[src/rtl/if_fetch_unit_pkg.sv]
// Shared types and constants for the instruction-fetch stage.
package if_fetch_unit_pkg;

    typedef enum logic [1:0] {
        IDLE    = 2'd0,
        BUSY    = 2'd1,
        DISCARD = 2'd2
    } fetch_state_t;

    localparam logic [31:0] PC_INCR      = 32'd4;
    localparam logic [31:0] INSTR_BUBBLE = 32'h0000_0000;

endpackage

[src/rtl/if_fetch_unit_fetch_buffer.sv]
// Prefetch FIFO holding {pc+4, instruction} pairs; flush clears it in one cycle.
module if_fetch_unit_fetch_buffer #(
    parameter int DEPTH = 2,
    parameter int WIDTH = 64
) (
    input  logic                     clk,
    input  logic                     rst,
    input  logic                     push,
    input  logic                     pop,
    input  logic                     flush,
    input  logic [WIDTH-1:0]         push_data,
    output logic [$clog2(DEPTH):0]   count,
    output logic [WIDTH-1:0]         head
);

    localparam int PTR_W = $clog2(DEPTH);
    localparam int CNT_W = PTR_W + 1;
    localparam logic [CNT_W-1:0] FULL_COUNT = CNT_W'(DEPTH);

    logic [WIDTH-1:0] mem_r [DEPTH];
    logic [PTR_W-1:0] wr_ptr_r;
    logic [PTR_W-1:0] rd_ptr_r;
    logic [CNT_W-1:0] count_r;
    logic             push_s;
    logic             pop_s;

    // Qualify push/pop against occupancy so the FIFO can never over- or underflow.
    always_comb begin
        push_s = 1'b0;
        pop_s  = 1'b0;
        if (flush) begin
            push_s = 1'b0;
            pop_s  = 1'b0;
        end else begin
            push_s = push && (count_r != FULL_COUNT);
            pop_s  = pop && (count_r != {CNT_W{1'b0}});
        end
    end

    // Storage, pointers and occupancy; flush wins over push and pop.
    always_ff @(posedge clk or negedge rst) begin
        if (!rst) begin
            wr_ptr_r <= '0;
            rd_ptr_r <= '0;
            count_r  <= '0;
            for (int i = 0; i < DEPTH; i++) begin
                mem_r[i] <= '0;
            end
        end else if (flush) begin
            wr_ptr_r <= '0;
            rd_ptr_r <= '0;
            count_r  <= '0;
        end else begin
            if (push_s) begin
                mem_r[wr_ptr_r] <= push_data;
                wr_ptr_r        <= wr_ptr_r + PTR_W'(1'b1);
            end
            if (pop_s) begin
                rd_ptr_r <= rd_ptr_r + PTR_W'(1'b1);
            end
            case ({push_s, pop_s})
                2'b10:   count_r <= count_r + CNT_W'(1'b1);
                2'b01:   count_r <= count_r - CNT_W'(1'b1);
                default: count_r <= count_r;
            endcase
        end
    end

    assign count = count_r;
    assign head  = mem_r[rd_ptr_r];

endmodule

[src/rtl/if_fetch_unit.sv]
// Instruction-fetch stage: fetch PC, variable-latency memory handshake and
// prefetch buffer feeding the IF/ID register, with branch redirect and freeze.
module if_fetch_unit
    import if_fetch_unit_pkg::*;
#(
    parameter int                DEPTH    = 2,
    parameter int                ADDR_W   = 32,
    parameter logic [ADDR_W-1:0] RESET_PC = {ADDR_W{1'b0}}
) (
    input  logic              clk,
    input  logic              rst,
    input  logic              freeze,
    input  logic              branch_taken,
    input  logic [ADDR_W-1:0] branch_addr,
    output logic              imem_req,
    output logic [ADDR_W-1:0] imem_addr,
    input  logic              imem_ack,
    input  logic [31:0]       imem_rdata,
    output logic              if_valid,
    output logic [ADDR_W-1:0] if_pc,
    output logic [31:0]       if_instr
);

    localparam int CNT_W = $clog2(DEPTH) + 1;
    localparam int BUF_W = ADDR_W + 32;
    localparam logic [CNT_W-1:0]  FULL_COUNT = CNT_W'(DEPTH);
    localparam logic [ADDR_W-1:0] ALIGN_MASK = {{(ADDR_W-2){1'b1}}, 2'b00};

    fetch_state_t      state_r;
    logic [ADDR_W-1:0] fetch_pc_r;
    logic              imem_req_r;
    logic [ADDR_W-1:0] imem_addr_r;

    logic [CNT_W-1:0]  count_s;
    logic [BUF_W-1:0]  head_s;
    logic [ADDR_W-1:0] next_pc_s;
    logic [ADDR_W-1:0] branch_target_s;
    logic              buf_valid_s;
    logic              push_s;
    logic              pop_s;

    // Datapath helpers: sequential PC, aligned redirect target, buffer push/pop.
    always_comb begin
        next_pc_s       = fetch_pc_r + ADDR_W'(PC_INCR);
        branch_target_s = branch_addr & ALIGN_MASK;
        buf_valid_s     = (count_s != {CNT_W{1'b0}});
        push_s          = (state_r == BUSY) && imem_ack && !branch_taken;
        pop_s           = buf_valid_s && !freeze && !branch_taken;
    end

    if_fetch_unit_fetch_buffer #(
        .DEPTH (DEPTH),
        .WIDTH (BUF_W)
    ) u_fetch_buffer (
        .clk       (clk),
        .rst       (rst),
        .push      (push_s),
        .pop       (pop_s),
        .flush     (branch_taken),
        .push_data ({next_pc_s, imem_rdata}),
        .count     (count_s),
        .head      (head_s)
    );

    // Fetch FSM; the request address stays frozen while a request is outstanding.
    always_ff @(posedge clk or negedge rst) begin
        if (!rst) begin
            state_r     <= IDLE;
            fetch_pc_r  <= RESET_PC;
            imem_req_r  <= 1'b0;
            imem_addr_r <= RESET_PC;
        end else begin
            case (state_r)
                IDLE: begin
                    if (branch_taken) begin
                        fetch_pc_r <= branch_target_s;
                    end else if (count_s < FULL_COUNT) begin
                        imem_req_r  <= 1'b1;
                        imem_addr_r <= fetch_pc_r & ALIGN_MASK;
                        state_r     <= BUSY;
                    end else begin
                        state_r <= IDLE;
                    end
                end
                BUSY: begin
                    if (imem_ack) begin
                        imem_req_r <= 1'b0;
                        state_r    <= IDLE;
                        fetch_pc_r <= branch_taken ? branch_target_s : next_pc_s;
                    end else if (branch_taken) begin
                        fetch_pc_r <= branch_target_s;
                        state_r    <= DISCARD;
                    end else begin
                        state_r <= BUSY;
                    end
                end
                DISCARD: begin
                    // The wrong-path word still has to be absorbed before a new request.
                    if (branch_taken) begin
                        fetch_pc_r <= branch_target_s;
                    end
                    if (imem_ack) begin
                        imem_req_r <= 1'b0;
                        state_r    <= IDLE;
                    end
                end
                default: begin
                    imem_req_r <= 1'b0;
                    state_r    <= IDLE;
                end
            endcase
        end
    end

    // Head-of-buffer presentation; an empty buffer shows a zero bubble.
    always_comb begin
        if_valid = buf_valid_s;
        if_pc    = {ADDR_W{1'b0}};
        if_instr = INSTR_BUBBLE;
        if (buf_valid_s) begin
            if_pc    = head_s[BUF_W-1:32];
            if_instr = head_s[31:0];
        end else begin
            if_pc    = {ADDR_W{1'b0}};
            if_instr = INSTR_BUBBLE;
        end
    end

    assign imem_req  = imem_req_r;
    assign imem_addr = imem_addr_r;

endmodule

[config.mk]
export PLATFORM = sky130hd
export DESIGN_NAME = if_fetch_unit
export DESIGN_NICKNAME = d
export VERILOG_FILES = /design/src/rtl/if_fetch_unit_pkg.sv /design/src/rtl/if_fetch_unit_fetch_buffer.sv /design/src/rtl/if_fetch_unit.sv
export SDC_FILE = /design/constraint.sdc
export NUM_CORES = 1
export LEC_CHECK = 0
export ABC_AREA = 1
export BUFFER_PORTS_ARGS = -buffer_cell sky130_fd_sc_hd__buf_2
export CAP_MARGIN = 0
export CORE_MARGIN = 5
export CORE_UTILIZATION = 50
export CTS_BUF_LIST = sky130_fd_sc_hd__clkbuf_4
export DETAILED_ROUTE_END_ITERATION = 8
export GPL_ROUTABILITY_DRIVEN = 0
export PLACE_DENSITY_LB_ADDON = 0.25
export SYNTH_ARGS = -nofsm -noshare
export SYNTH_HDL_FRONTEND = slang
export SYNTH_SLANG_ARGS = --single-unit
[constraint.sdc]
create_clock -name clk -period 3.55 [get_ports clk]
set_clock_uncertainty 0.1 [all_clocks]
set_input_delay 0.1775 -clock clk [delete_from_list [all_inputs] [get_ports clk]]
set_output_delay 0.1775 -clock clk [all_outputs]
set_load 0.01 [all_outputs]
==> impl_results.md <==
* Outcome: completed
* RR Startpoint: state_r[1]
* CTS sink cnt at 197
* Vias at 8609
* Final hold violation count at 0
* Finished Cell Area at 11700 sq um
* DRC Markers at 0
* Total gr overflow at 0
* Crit-path max FO at 46
* Setup bufs post-CTS at 0
* Setup Crit Path Kind: flip-flop to primary output
* RSZ-0062 raised after global routing: false
* Leakage dissipation at 5.89 nW
* Die Footprint at 22400 sq um
* Initial core utilization at 50.5%
* Fin Setup TNS at 0 ps
* Crit end category: primary output
* Critical R2R Capture: u_fetch_buffer.mem_r[28]
* Pwr Density at 790 nW/um^2
* Max-cap violations at 0
* Pre-CTS setup slack at 1130 ps
* HP Class: input pin to flip-flop
* Critical Path Start Type: flip-flop
* Sequential share of the synthesized area at 50.5%
* Avg Inst Size Synth at 7.90 sq um
* Final HPWL DP at 16.7 mm
* Slew Limit Fails at 0
* Antenna-violating nets left at 0
* Final WS setup at 709 ps
* WHS Endpoint: state_r[1]
* TritonCTS buffer count at 17
* Synth Warn # at 0
* First-pass GRT wire length at 42.0 mm
* Initial antenna violation count at 1
* Number of global-route vias before repair at 8356
* Initial drt markers at 634
* Total length of routed wires at 25.4 mm
* Mean routed wirelength per cell at 14.8 microns
* Layout net count at 1503
* Fmax at 352 MHz
* Worst vdd ir at 0.360 mV
* Worst reg2reg path depth at 10
* Dpl cell area at 10700 sq um
* Worst EP required at 3270 ps
* Die height at 150 microns
* GRT Util Overall at 23.3%
* Min-delay src: branch_taken
* Boundary Pins at 167
* Layout cells sized above 1 at 18.0%
* Number of synthesized flops with an enable pin at 0
* Min Hold Slack at 77.3 ps
* Post-cts sizing count at 0
* Clock latency at the later pin of the worst-skew pair at 570 ps
* Drt pass-1 iters at 5
* Synth Instances at 1236
* Port bufs at 162
* Post-synthesis async set-or-reset flop share at 100%
* Vias per cell at 5.04
* Clock slew at the register clock pins of the worst setup and hold paths at 160 ps
* Register bit total from synthesis at 197
* Core Area at 19300 sq um
* Arr. time, crit path at 2560 ps
* Worst Tran Pin Value at 939 ps
* Pwr Total at 0.00921 W
* Hold Path Depth at 3
* Final setup fails at 0
* R2r setup slk at 1180 ps
* CTS max path bufs at 2
* Standard-cell row count at 51
* Fin crit share at 80.0%
* Multi-input gate area at 4000 sq um
* Area grow syn2layout at 19.4%
* Root buf cell: clkbuf_4
* CTS Hold Buffers Added at 65
* CTS tree: built
* Yosys cell types at 35
* Rel. slew slack at 37.4%
* Post-route minimum period at 2840 ps
* Filler cell count at 1775
* Reg area at 4930 sq um
* H-tree depth at 4
* Dominant synthesized flop cell: dfrtp_1
* Synthesized area at 9770 sq um
* Die Wd at 150 microns
* Largest net degree at the start of global routing at 107
-- how the worst max path moves through the flow --
stage               depth (start not counted)  slack [ps]                    start                       to
global route                                4         490  u_fetch_buffer.rd_ptr_r              if_instr[8]
global placement                            6        1150             branch_taken            imem_addr[14]
finish                                      4         710  u_fetch_buffer.rd_ptr_r              if_instr[8]
floorplan                                  11        1820               state_r[1]  u_fetch_buffer.mem_r[5]
detailed placement                          6        1130             branch_taken            imem_addr[16]
CTS                                         4         700  u_fetch_buffer.rd_ptr_r                if_pc[15]
-- report_power, final --
part / internal (W) / total [W] / switching (W)
sequential: 0.00324 / 0.00391 / 0.000670
combinational: 0.00144 / 0.00398 / 0.00254
clock: 0.000516 / 0.00132 / 0.000807
-- registers in the layout (all words and copies together), names as in the netlist --
name	cells
fetch_pc_r	32
imem_addr	30
state_r	2
imem_req	1
u_fetch_buffer.wr_ptr_r	1
u_fetch_buffer.mem_r	128
u_fetch_buffer.rd_ptr_r	1
u_fetch_buffer.count	2
-- cell families (layout without fill, tap and decap cells) --
kind of cell | Yosys count | after routing | share of synthesized area, %
AOI/OAI and AO/OA | 304 | 304 | 17.1
adders and majority gates | 5 | 5 | 0.640
xor gates and xnor gates | 14 | 14 | 1.26
muxes | 3 | 3 | 0.346
other | 1 | 4 | 0.0384
and+or+nand+nor | 522 | 522 | 21.4
buffers and inverters | 190 | 395 | 8.71
DFF | 197 | 197 | 50.5
-- metal layers --
| metal | track usage, % | share of wire (%) | routed length, microns |
|---|---|---|---|
| met5 | 0 | 0 | 0 |
| met4 | 8.69 | 3.0 | 754 |
| met3 | 3.60 | 5.1 | 1300 |
| met2 | 38.4 | 47 | 11800 |
| met1 | 31.4 | 45 | 11500 |
-- cells in the mapped netlist (14+ instances only) --
master	instances	area share, %
clkbuf_1	35	1.3
nand3_1	27	1.4
dfrtp_1	197	50
a21oi_1	102	5.2
inv_1	117	4.5
buf_6	15	1.7
nor2_1	80	3.1
nand2_1	396	15
o21ai_2	26	2.3
o21ai_0	86	4.4
o21ai_1	67	3.4
buf_2	14	0.72
-- worst max-delay path: stages (launching register included) --
cell,delay (ps)
dfrtp_2,680
inv_2,740
nand2_1,110
a21oi_1,250
buf_2,180
-- area by class of cell --
cell class	count	area share, %
clock inverters	14	1.62
diodes	2	0.0429
flip-flops and latches	197	42.3
repair buffers	240	13.8
multi-input cells	850	34.3
inverters	123	3.98
clock buffers	18	1.16
well taps	265	2.84
-- layout by cell type (no fill, tap or decap), types with 3 or more instances in the layout --
cell,Yosys,layout
dlygate4sd3_1,0,65
dfrtp_1,197,196
o21ai_1,67,67
a211oi_1,6,6
o221ai_1,3,3
buf_12,0,3
a21oi_1,102,102
inv_6,0,4
o22ai_1,6,6
bufinv_16,0,3
nor2_1,80,79
mux2_2,3,3
nand3_1,27,26
nor2_2,4,4
o21ai_0,86,86
inv_2,6,5
buf_2,14,161
a22oi_1,5,5
xor2_1,13,13
nand2_1,396,396
ha_1,5,5
inv_1,117,117
buf_4,2,10
o21ai_2,26,26
nor2_4,4,5
clkbuf_4,0,18
clkinvlp_4,0,3
-- per-stage QoR --
| stage | cells | util, % |
|---|---|---|
| 6_report | 1709 | 60.3 |
| 4_1_cts | 1707 | 60.3 |
| 3_5_place_dp | 1610 | 55.3 |
| 2_1_floorplan | 1237 | - |
| 5_1_grt | 1709 | 60.3 |
| 3_3_place_gp | 1610 | 55.3 |
Power figures use the tool's default switching activity.
